**src/rtl/lsu_pkg.sv**
```systemverilog
// Shared types and lane-steering helpers for the LSU-to-Wishbone bridge.
// Sizes, FSM states, and byte-select/replication/extraction functions live here.
package lsu_pkg;

   typedef enum logic [1:0] {
      SZ_BYTE = 2'b00,
      SZ_HALF = 2'b01,
      SZ_WORD = 2'b10,
      SZ_ILL  = 2'b11
   } lsu_size_e;

   typedef enum logic [1:0] {
      ST_IDLE  = 2'b00,
      ST_BUS   = 2'b01,
      ST_RDATA = 2'b10,
      ST_RESP  = 2'b11
   } lsu_state_e;

   // Illegal size or a half/word that does not sit on its natural boundary.
   function automatic logic lsu_bad(input lsu_size_e sz, input logic [1:0] off);
      logic bad;
      case (sz)
         SZ_BYTE: bad = 1'b0;
         SZ_HALF: bad = off[0];
         SZ_WORD: bad = (off != 2'b00);
         default: bad = 1'b1;
      endcase
      return bad;
   endfunction

   function automatic logic [3:0] lsu_sel(input lsu_size_e sz, input logic [1:0] off);
      logic [3:0] sel;
      case (sz)
         SZ_BYTE: sel = 4'b0001 << off;
         SZ_HALF: sel = 4'b0011 << {off[1], 1'b0};
         SZ_WORD: sel = 4'b1111;
         default: sel = 4'b0000;
      endcase
      return sel;
   endfunction

   function automatic logic [31:0] lsu_rep(input lsu_size_e sz, input logic [31:0] wd);
      logic [31:0] r;
      case (sz)
         SZ_BYTE: r = {4{wd[7:0]}};
         SZ_HALF: r = {2{wd[15:0]}};
         default: r = wd;
      endcase
      return r;
   endfunction

   function automatic logic [31:0] lsu_extract(input lsu_size_e sz, input logic [1:0] off,
                                               input logic uns, input logic [31:0] rd);
      logic [31:0] s;
      logic [31:0] r;
      s = rd >> {off, 3'b000};
      case (sz)
         SZ_BYTE: r = uns ? {24'h0, s[7:0]}  : {{24{s[7]}}, s[7:0]};
         SZ_HALF: r = uns ? {16'h0, s[15:0]} : {{16{s[15]}}, s[15:0]};
         default: r = s;
      endcase
      return r;
   endfunction

endpackage

```
**src/rtl/lsu_align.sv**
```systemverilog
// Combinational byte-lane steering: Wishbone selects, store replication,
// and load extraction with sign/zero extension.
module lsu_align
   import lsu_pkg::*;
(
   input  lsu_size_e   size,
   input  logic [1:0]  off,
   input  logic        uns,
   input  logic [31:0] wdata,
   input  logic [31:0] rdata,
   output logic [3:0]  sel,
   output logic [31:0] wdata_rep,
   output logic [31:0] rdata_ext
);

   always_comb begin
      sel       = lsu_sel(size, off);
      wdata_rep = lsu_rep(size, wdata);
      rdata_ext = lsu_extract(size, off, uns, rdata);
   end

endmodule

```
**src/rtl/lsu_wb_bridge.sv**
```systemverilog
// Single-outstanding LSU request to Wishbone classic bridge.
// Optional bus watchdog enabled by defining LSU_TIMEOUT_EN (limit = TIMEOUT cycles).
module lsu_wb_bridge
   import lsu_pkg::*;
#(
   parameter int TIMEOUT = 16
) (
   input  logic        clk_i,
   input  logic        rst_i,
   input  logic        req_valid_i,
   output logic        req_ready_o,
   input  logic        req_we_i,
   input  logic [31:0] req_addr_i,
   input  logic [31:0] req_wdata_i,
   input  logic [1:0]  req_size_i,
   input  logic        req_unsigned_i,
   output logic        rsp_valid_o,
   output logic [31:0] rsp_rdata_o,
   output logic        rsp_err_o,
   output logic        cyc_o,
   output logic        stb_o,
   output logic        we_o,
   output logic [31:0] adr_o,
   output logic [3:0]  sel_o,
   output logic [31:0] dat_o,
   input  logic [31:0] dat_i,
   input  logic        ack_i
);

   lsu_state_e  state_q, state_d;
   logic        we_q, uns_q, err_q;
   logic [31:0] addr_q, wdata_q, rdata_q;
   lsu_size_e   size_q;
   logic        accept, req_bad, in_bus, to_hit;
   logic [3:0]  sel_w;
   logic [31:0] wrep_w, rext_w;

   assign accept  = req_valid_i && (state_q == ST_IDLE);
   assign req_bad = lsu_bad(lsu_size_e'(req_size_i), req_addr_i[1:0]);
   assign in_bus  = (state_q == ST_BUS);

`ifdef LSU_TIMEOUT_EN
   logic [31:0] cnt_q;

   assign to_hit = in_bus && !ack_i && (cnt_q == 32'(TIMEOUT - 1));

   always_ff @(posedge clk_i) begin
      if (rst_i || !in_bus) cnt_q <= '0;
      else                  cnt_q <= cnt_q + 32'd1;
   end
`else
   // Watchdog absent: the bridge waits on the slave forever.
   logic [31:0] unused_timeout;
   assign unused_timeout = 32'(TIMEOUT);
   assign to_hit         = 1'b0;
`endif

   lsu_align u_align (
      .size      (size_q),
      .off       (addr_q[1:0]),
      .uns       (uns_q),
      .wdata     (wdata_q),
      .rdata     (dat_i),
      .sel       (sel_w),
      .wdata_rep (wrep_w),
      .rdata_ext (rext_w)
   );

   always_ff @(posedge clk_i) begin
      if (rst_i) state_q <= ST_IDLE;
      else       state_q <= state_d;
   end

   always_comb begin
      state_d = state_q;
      case (state_q)
         ST_IDLE:  if (req_valid_i) state_d = req_bad ? ST_RESP : ST_BUS;
         ST_BUS: begin
            if (ack_i)       state_d = we_q ? ST_RESP : ST_RDATA;
            else if (to_hit) state_d = ST_RESP;
         end
         ST_RDATA: state_d = ST_RESP;
         default:  state_d = ST_IDLE;
      endcase
   end

   // rdata_q is only written on the way into RESP so it stays put between responses.
   always_ff @(posedge clk_i) begin
      if (rst_i) begin
         we_q    <= 1'b0;
         uns_q   <= 1'b0;
         err_q   <= 1'b0;
         addr_q  <= '0;
         wdata_q <= '0;
         size_q  <= SZ_BYTE;
         rdata_q <= '0;
      end else begin
         if (accept) begin
            we_q    <= req_we_i;
            uns_q   <= req_unsigned_i;
            addr_q  <= req_addr_i;
            wdata_q <= req_wdata_i;
            size_q  <= lsu_size_e'(req_size_i);
            err_q   <= req_bad;
            if (req_bad) rdata_q <= '0;
         end
         if (in_bus && ack_i && we_q) rdata_q <= '0;
         if (in_bus && !ack_i && to_hit) begin
            err_q   <= 1'b1;
            rdata_q <= '0;
         end
         if (state_q == ST_RDATA) rdata_q <= rext_w;
      end
   end

   assign req_ready_o = (state_q == ST_IDLE);
   assign rsp_valid_o = (state_q == ST_RESP);
   assign rsp_err_o   = (state_q == ST_RESP) && err_q;
   assign rsp_rdata_o = rdata_q;
   assign cyc_o       = in_bus;
   assign stb_o       = in_bus;
   assign we_o        = in_bus && we_q;
   assign adr_o       = in_bus ? {addr_q[31:2], 2'b00} : '0;
   assign sel_o       = in_bus ? sel_w : '0;
   assign dat_o       = (in_bus && we_q) ? wrep_w : '0;

endmodule

```
**config.mk**
```make
export PLATFORM = sky130hd
export DESIGN_NAME = lsu_wb_bridge
export DESIGN_NICKNAME = d
export VERILOG_FILES = /design/src/rtl/lsu_pkg.sv /design/src/rtl/lsu_align.sv /design/src/rtl/lsu_wb_bridge.sv
export SDC_FILE = /design/constraint.sdc
export NUM_CORES = 1
export LEC_CHECK = 0
export ABC_AREA = 1
export CORE_MARGIN = 4
export CORE_UTILIZATION = 45
export DETAILED_ROUTE_END_ITERATION = 12
export GPL_TIMING_DRIVEN = 0
export HOLD_SLACK_MARGIN = 0.05
export PLACE_DENSITY = 0.89
export SLEW_MARGIN = 5
export SYNTH_ARGS = -nofsm -noshare
export SYNTH_HDL_FRONTEND = slang
export SYNTH_HIERARCHICAL = 1
export SYNTH_SLANG_ARGS = --single-unit
export TNS_END_PERCENT = 30
```
**constraint.sdc**
```tcl
create_clock -name clk_i -period 2 [get_ports clk_i]
set_clock_uncertainty 0.2 [all_clocks]
set_input_delay 0.4 -clock clk_i [delete_from_list [all_inputs] [get_ports clk_i]]
set_output_delay 0.4 -clock clk_i [all_outputs]
set_load 0.01 [all_outputs]
```
## Word-level counts from Yosys, hierarchy flattened

Index checks and enable logic that the tools add are counted.

- Equality and inequality tests: 9
- Shift operators: 3
- Multiplexer cells: 18
- Reductions and logical operators: 13

Operators by type and width:

| kind | count |
|---|---|
| 32-bit 2-to-1 mux | 8 |
| 32-bit case mux with 2 select lines | 2 |
| 32-bit by 5-bit >> shifter with 32-bit output | 1 |
| 4-bit case mux with 3 select lines | 1 |
| 2-bit == test (second input constant) | 4 |
| 2-bit by 1-bit == test with 1-bit output (second input constant) | 3 |
| 2-bit zero test | 3 |
| 2-bit 2-to-1 mux | 3 |
| 2-bit case mux with 3 select lines | 1 |
| 3-bit nonzero test | 2 |
| 1-bit logical AND | 5 |
| 4-bit 2-to-1 mux | 1 |
| 2-bit inequality test (second input constant) | 2 |
| 2-bit AND reduction | 2 |
| 1-bit by 2-bit << shifter with 4-bit output (first input constant) | 1 |
| 2-bit by 2-bit << shifter with 4-bit output (first input constant) | 1 |
| 1-bit case mux with 3 select lines | 1 |
| 2-bit nonzero test | 1 |
| 1-bit 2-to-1 mux | 1 |

- Register bits: 103
- Logic and storage cells: 51

## Longest topological paths before layout

- Depth after elaboration: 6
- Depth in mapped cells: 10
- Mapped depth without buffers: 9

## By module

Netlist, hierarchy kept.

Modules (own cells, without submodules):

| module | times used | cells an instance | area each (µm²) |
|---|---|---|---|
| lsu_wb_bridge | 1 | 618 | 4498.1 |
| lsu_align | 1 | 257 | 1168.6 |

## Worst setup path after synthesis

Ideal clock, no wire load.

- Path kind: flip-flop to output port
- From: reg state_q[1]
- To: out we_o
- Arrival: 1.275 ns
- Path slack: 0.125 ns
- Cell stages (with the launch flop): 7
- Buffers on the path: 2
- Cell sequence: dfxtp_1 inv_1 ha_1 buf_6 nand2_8 clkbuf_1 inv_1

- Cells in the longest elaborated chain, start to end: 2

RTL lines:

| element | RTL line | source |
|---|---|---|
| start: declaration | lsu_wb_bridge.sv:30 | `lsu_state_e state_q, state_d;` |
| start signal: assignment | lsu_wb_bridge.sv:71 | `else state_q <= state_d;` |
| 2-bit by 1-bit == test with 1-bit output | lsu_wb_bridge.sv:40 | `assign in_bus = (state_q == ST_BUS);` |
| via cyc_o | lsu_wb_bridge.sv:20 | `output logic cyc_o,` |
| 1-bit logical AND | lsu_wb_bridge.sv:122 | `assign we_o = in_bus && we_q;` |
| end: declaration | lsu_wb_bridge.sv:22 | `output logic we_o,` |

The timed path passes the listed nets, and every way through them passes these cells.

## Final worst setup path

- From: reg addr_q[0]
- To: out sel_o[0]

- Cells in the longest elaborated chain, start to end: 3

RTL lines:

| element | RTL line | source |
|---|---|---|
| start: declaration | lsu_wb_bridge.sv:32 | `logic [31:0] addr_q, wdata_q, rdata_q;` |
| start signal: assignment | lsu_wb_bridge.sv:101 | `addr_q <= req_addr_i;` |
| 1-bit by 2-bit << shifter with 4-bit output | lsu_pkg.sv:34 | `SZ_BYTE: sel = 4'b0001 << off;` |
| 4-bit case mux with 3 select lines | lsu_pkg.sv:33 | `case (sz)` |
| via sel_w[0] | lsu_wb_bridge.sv:35 | `logic [3:0] sel_w;` |
| 4-bit 2-to-1 mux | lsu_wb_bridge.sv:124 | `assign sel_o = in_bus ? sel_w : '0;` |
| end: declaration | lsu_wb_bridge.sv:24 | `output logic [3:0] sel_o,` |

The timed path passes the listed nets, and every way through them passes these cells.

==> flow_summary.ini <==
[cells_and_area]
final_common_cell = nand2_1
final-instance-count-excl-fill = 1295
drive_gt1_share_pct = 27.06
antennaDiodeCount = 0
final_nets = 1230
fillers = 980
most-common-layout-cells = nand2_1 (321), clkdlybuf4s50_1 (134), dfxtp_1 (97), a21oi_1 (93), inv_1 (68)
syn_to_final_growth_pct = 56.39

[cts]
htreeDepth = 3
clock_path_buffers = 2
cts_tree = yes
clk_pin_slew_ns = 0.07
cts.hold.buffers_added = 0
cts_buffers = 9
clock-root-buffer = clkbuf_16
clk_latency_ns = 0.35
clock-sinks = 103

[timing]
hold_ws_ns = 0.2403
min_period_ns = 2.208
setup_viol_count_final = 67
slew_violations = 0
tns_ns = -7.816
max_freq_mhz = 452.9
hold_violations = 0
slew_headroom_pct = 60.69
fin_ws_ns = -0.2081
rsz0062_at_grt = true
fin_crit_sh_pct = 110.4
worst_pin_slew_ns = 0.5897

[placement]
dp_hpwl_um = 14820
gp_congestion = 0.9212
io_buffers = 206
place_ws_ns = -0.6325
dp_cells = 1250

[synth]
synth_top_family_by_area = simple AND/OR/NAND/NOR gates
muxShareOfSynthArea_pct = 0
synthAdderAreaFrac_pct = 0.8832
synthXorXnorAreaFrac_pct = 0
ys_ff_latch = 103
synth-compound-area-share_pct = 12.25
yosysSeqAreaShare_pct = 36.39
synthCells = 875
synth_cell_types = 29
yosysWarnings = 6
synth_area_um2 = 5667
syn_area_per_cell_um2 = 6.476
yosys.area_share.simple_pct = 36.39

[critical_path]
crit_required_ns = 1.40
critPathKind = flop to output port
worstPathArrival_ns = 1.61
end_kind = output port
cp_slowest_stage_delay_ns = 0.35
rr_worst_depth = 12
cp-endpoint = sel_o[0]
cp-startpoint = addr_q[0]$_SDFFE_PP0P_
r2r_end = rsp_rdata_o[13]$_SDFFE_PP0P_
regToRegStartpoint = size_q[1]$_SDFFE_PP0P_
worst_path_most_repeated_cell = nand2_1
crit_cells = 7
worstPathBufferInverterCount = 3
crit_path_top_delay_cell = dfxtp_2
crit_fanout = 10
cp-start-kind = flop
path_delay_family = simple AND/OR/NAND/NOR gates
cp_cell_sequence = nor2_2 -> clkbuf_4 -> nand2_1 -> nand2_1 -> nand2_1 -> inv_2 -> buf_6
rrSetupSlack_ns = 0.05

[routing]
drc = 0
via_per_inst = 4.983
routed_wl_um = 20240
num_vias = 6453
wire_per_inst_um = 15.63
first_iter_violations = 604
ant_nets = 0
dr.pass1.iters = 5

[global_routing]
grt_pass1_vias = 6118
grt-busiest-layer = met2
grt_pass1_wl_um = 30480
grt_overflow = 0
track_usage_pct = 26.19
antenna_found_initial = 0
grt_use_met2_pct = 47.03
grtUsageMet1_pct = 30.76
grt_max_degree = 20
grtUsageMet3_pct = 7.250

[job]
drv_cap = 0

[floorplanning]
pin_count = 210
coreArea_um2 = 12160
die_h_um = 120.2
start_util_pct = 46.59
die_area_um2 = 14450
die_w_um = 120.2
rows = 40

[power_and_ir_drop]
peakVddDrop_v = 0.0006582
p_per_area_nw_per_um2 = 1015
leakage_nw = 4.034
p_total_mw = 8.999

[hold_path]
min_path_type = primary input to flop

[run_status]
status = finished, violations left
violations = negative setup slack
-- routing by layer --
metal	wire (um)	part of all wire, %	up-vias
met5	0	0	-
met4	385	1.9	0
met3	1722	8.5	35
met2	9994	49	296
met1	8137	40	2923
li1	-	-	3199
-- layout make-up --
| type | instances | area [um^2] | share of cell area [%] |
|---|---|---|---|
| buffer | 67 | 599.3 | 6.763 |
| clock buffer | 11 | 252.7 | 2.852 |
| clock inverter | 5 | 38.79 | 0.4377 |
| inverter | 97 | 386.6 | 4.363 |
| multi-input combinational | 608 | 3085 | 34.82 |
| sequential | 103 | 2074 | 23.41 |
| tap | 168 | 210.2 | 2.372 |
| timing repair buffer | 236 | 2215 | 24.99 |
-- power breakdown --
group          leakage, nW  total, mW  switching (mW)  internal (mW)
combinational         3.05       4.46            2.41           2.05
sequential           0.845       2.80           0.332           2.47
clock                0.143       1.74           0.813          0.923
-- per-stage QoR --
stage | cell area, um^2 | util, %
finish | 8862 | 72.87
global route | 8862 | 72.87
CTS | 8423 | 69.26
detailed placement | 7943 | 65.31
global placement | 7943 | 65.31
floorplan | 5670 | -
-- worst min path at each step --
stage	from	end	slack [ns]	cells after the start
finish	rst_i	addr_q[5]$_SDFFE_PP0P_	0.24	2
floorplan	wdata_q[10]$_SDFFE_PP0P_	wdata_q[10]$_SDFFE_PP0P_	0.24	2
detailed placement	addr_q[21]$_SDFFE_PP0P_	addr_q[21]$_SDFFE_PP0P_	0.26	2
global placement	addr_q[3]$_SDFFE_PP0P_	addr_q[3]$_SDFFE_PP0P_	0.25	2
global route	rst_i	size_q[1]$_SDFFE_PP0P_	0.25	2
CTS	rst_i	addr_q[5]$_SDFFE_PP0P_	0.22	2
-- sequential cells by signal (all words and copies together) (netlist names) --
name and flops:
wdata_q 32, addr_q 32, err_q 1, rsp_rdata_o 32, we_q 1, size_q 2, state_q 2, uns_q 1
-- worst register-to-register path: stages, from the launching register on --
cell	delay, ns
dfxtp_2	0.33
buf_6	0.13
nor2_4	0.15
buf_6	0.16
buf_12	0.11
clkinv_8	0.05
buf_8	0.14
nor2_4	0.10
nand2_4	0.08
buf_6	0.15
nand2_1	0.06
nand2_1	0.05
a21oi_1	0.17
-- synthesized netlist by cell type (all sizes together) --
master,number,area (um^2)
or2,1,6.260
dfxtp,103,2062
nand3,68,503.0
nand2,351,1341
buf,46,341.6
o211ai,4,30.03
o21ai,16,91.34
a21oi,101,505.5
clkbuf,23,86.33
clkinv,1,3.750
a211oi,2,15.01
nor2,51,211.5
inv,96,362.8
conb,1,3.750
a22oi,7,52.55
ha,4,50.05
-- repair_timing --
action / CTS / global route
cloned: 3 / 5
gates resized for setup: 372 / 103
buffers inserted: 14 / 11
pin swaps: 11 / 31
setup endpoints to repair: 72 / 69
-- logic make-up (layout without fill, tap and decap cells) --
kind of cell	after synthesis	in the layout
compound gates	130	130
fa+ha+maj	4	4
buf+inv	166	416
flops	103	103
other cells	1	2
simple gates	471	472
Power figures use the tool's default switching activity.
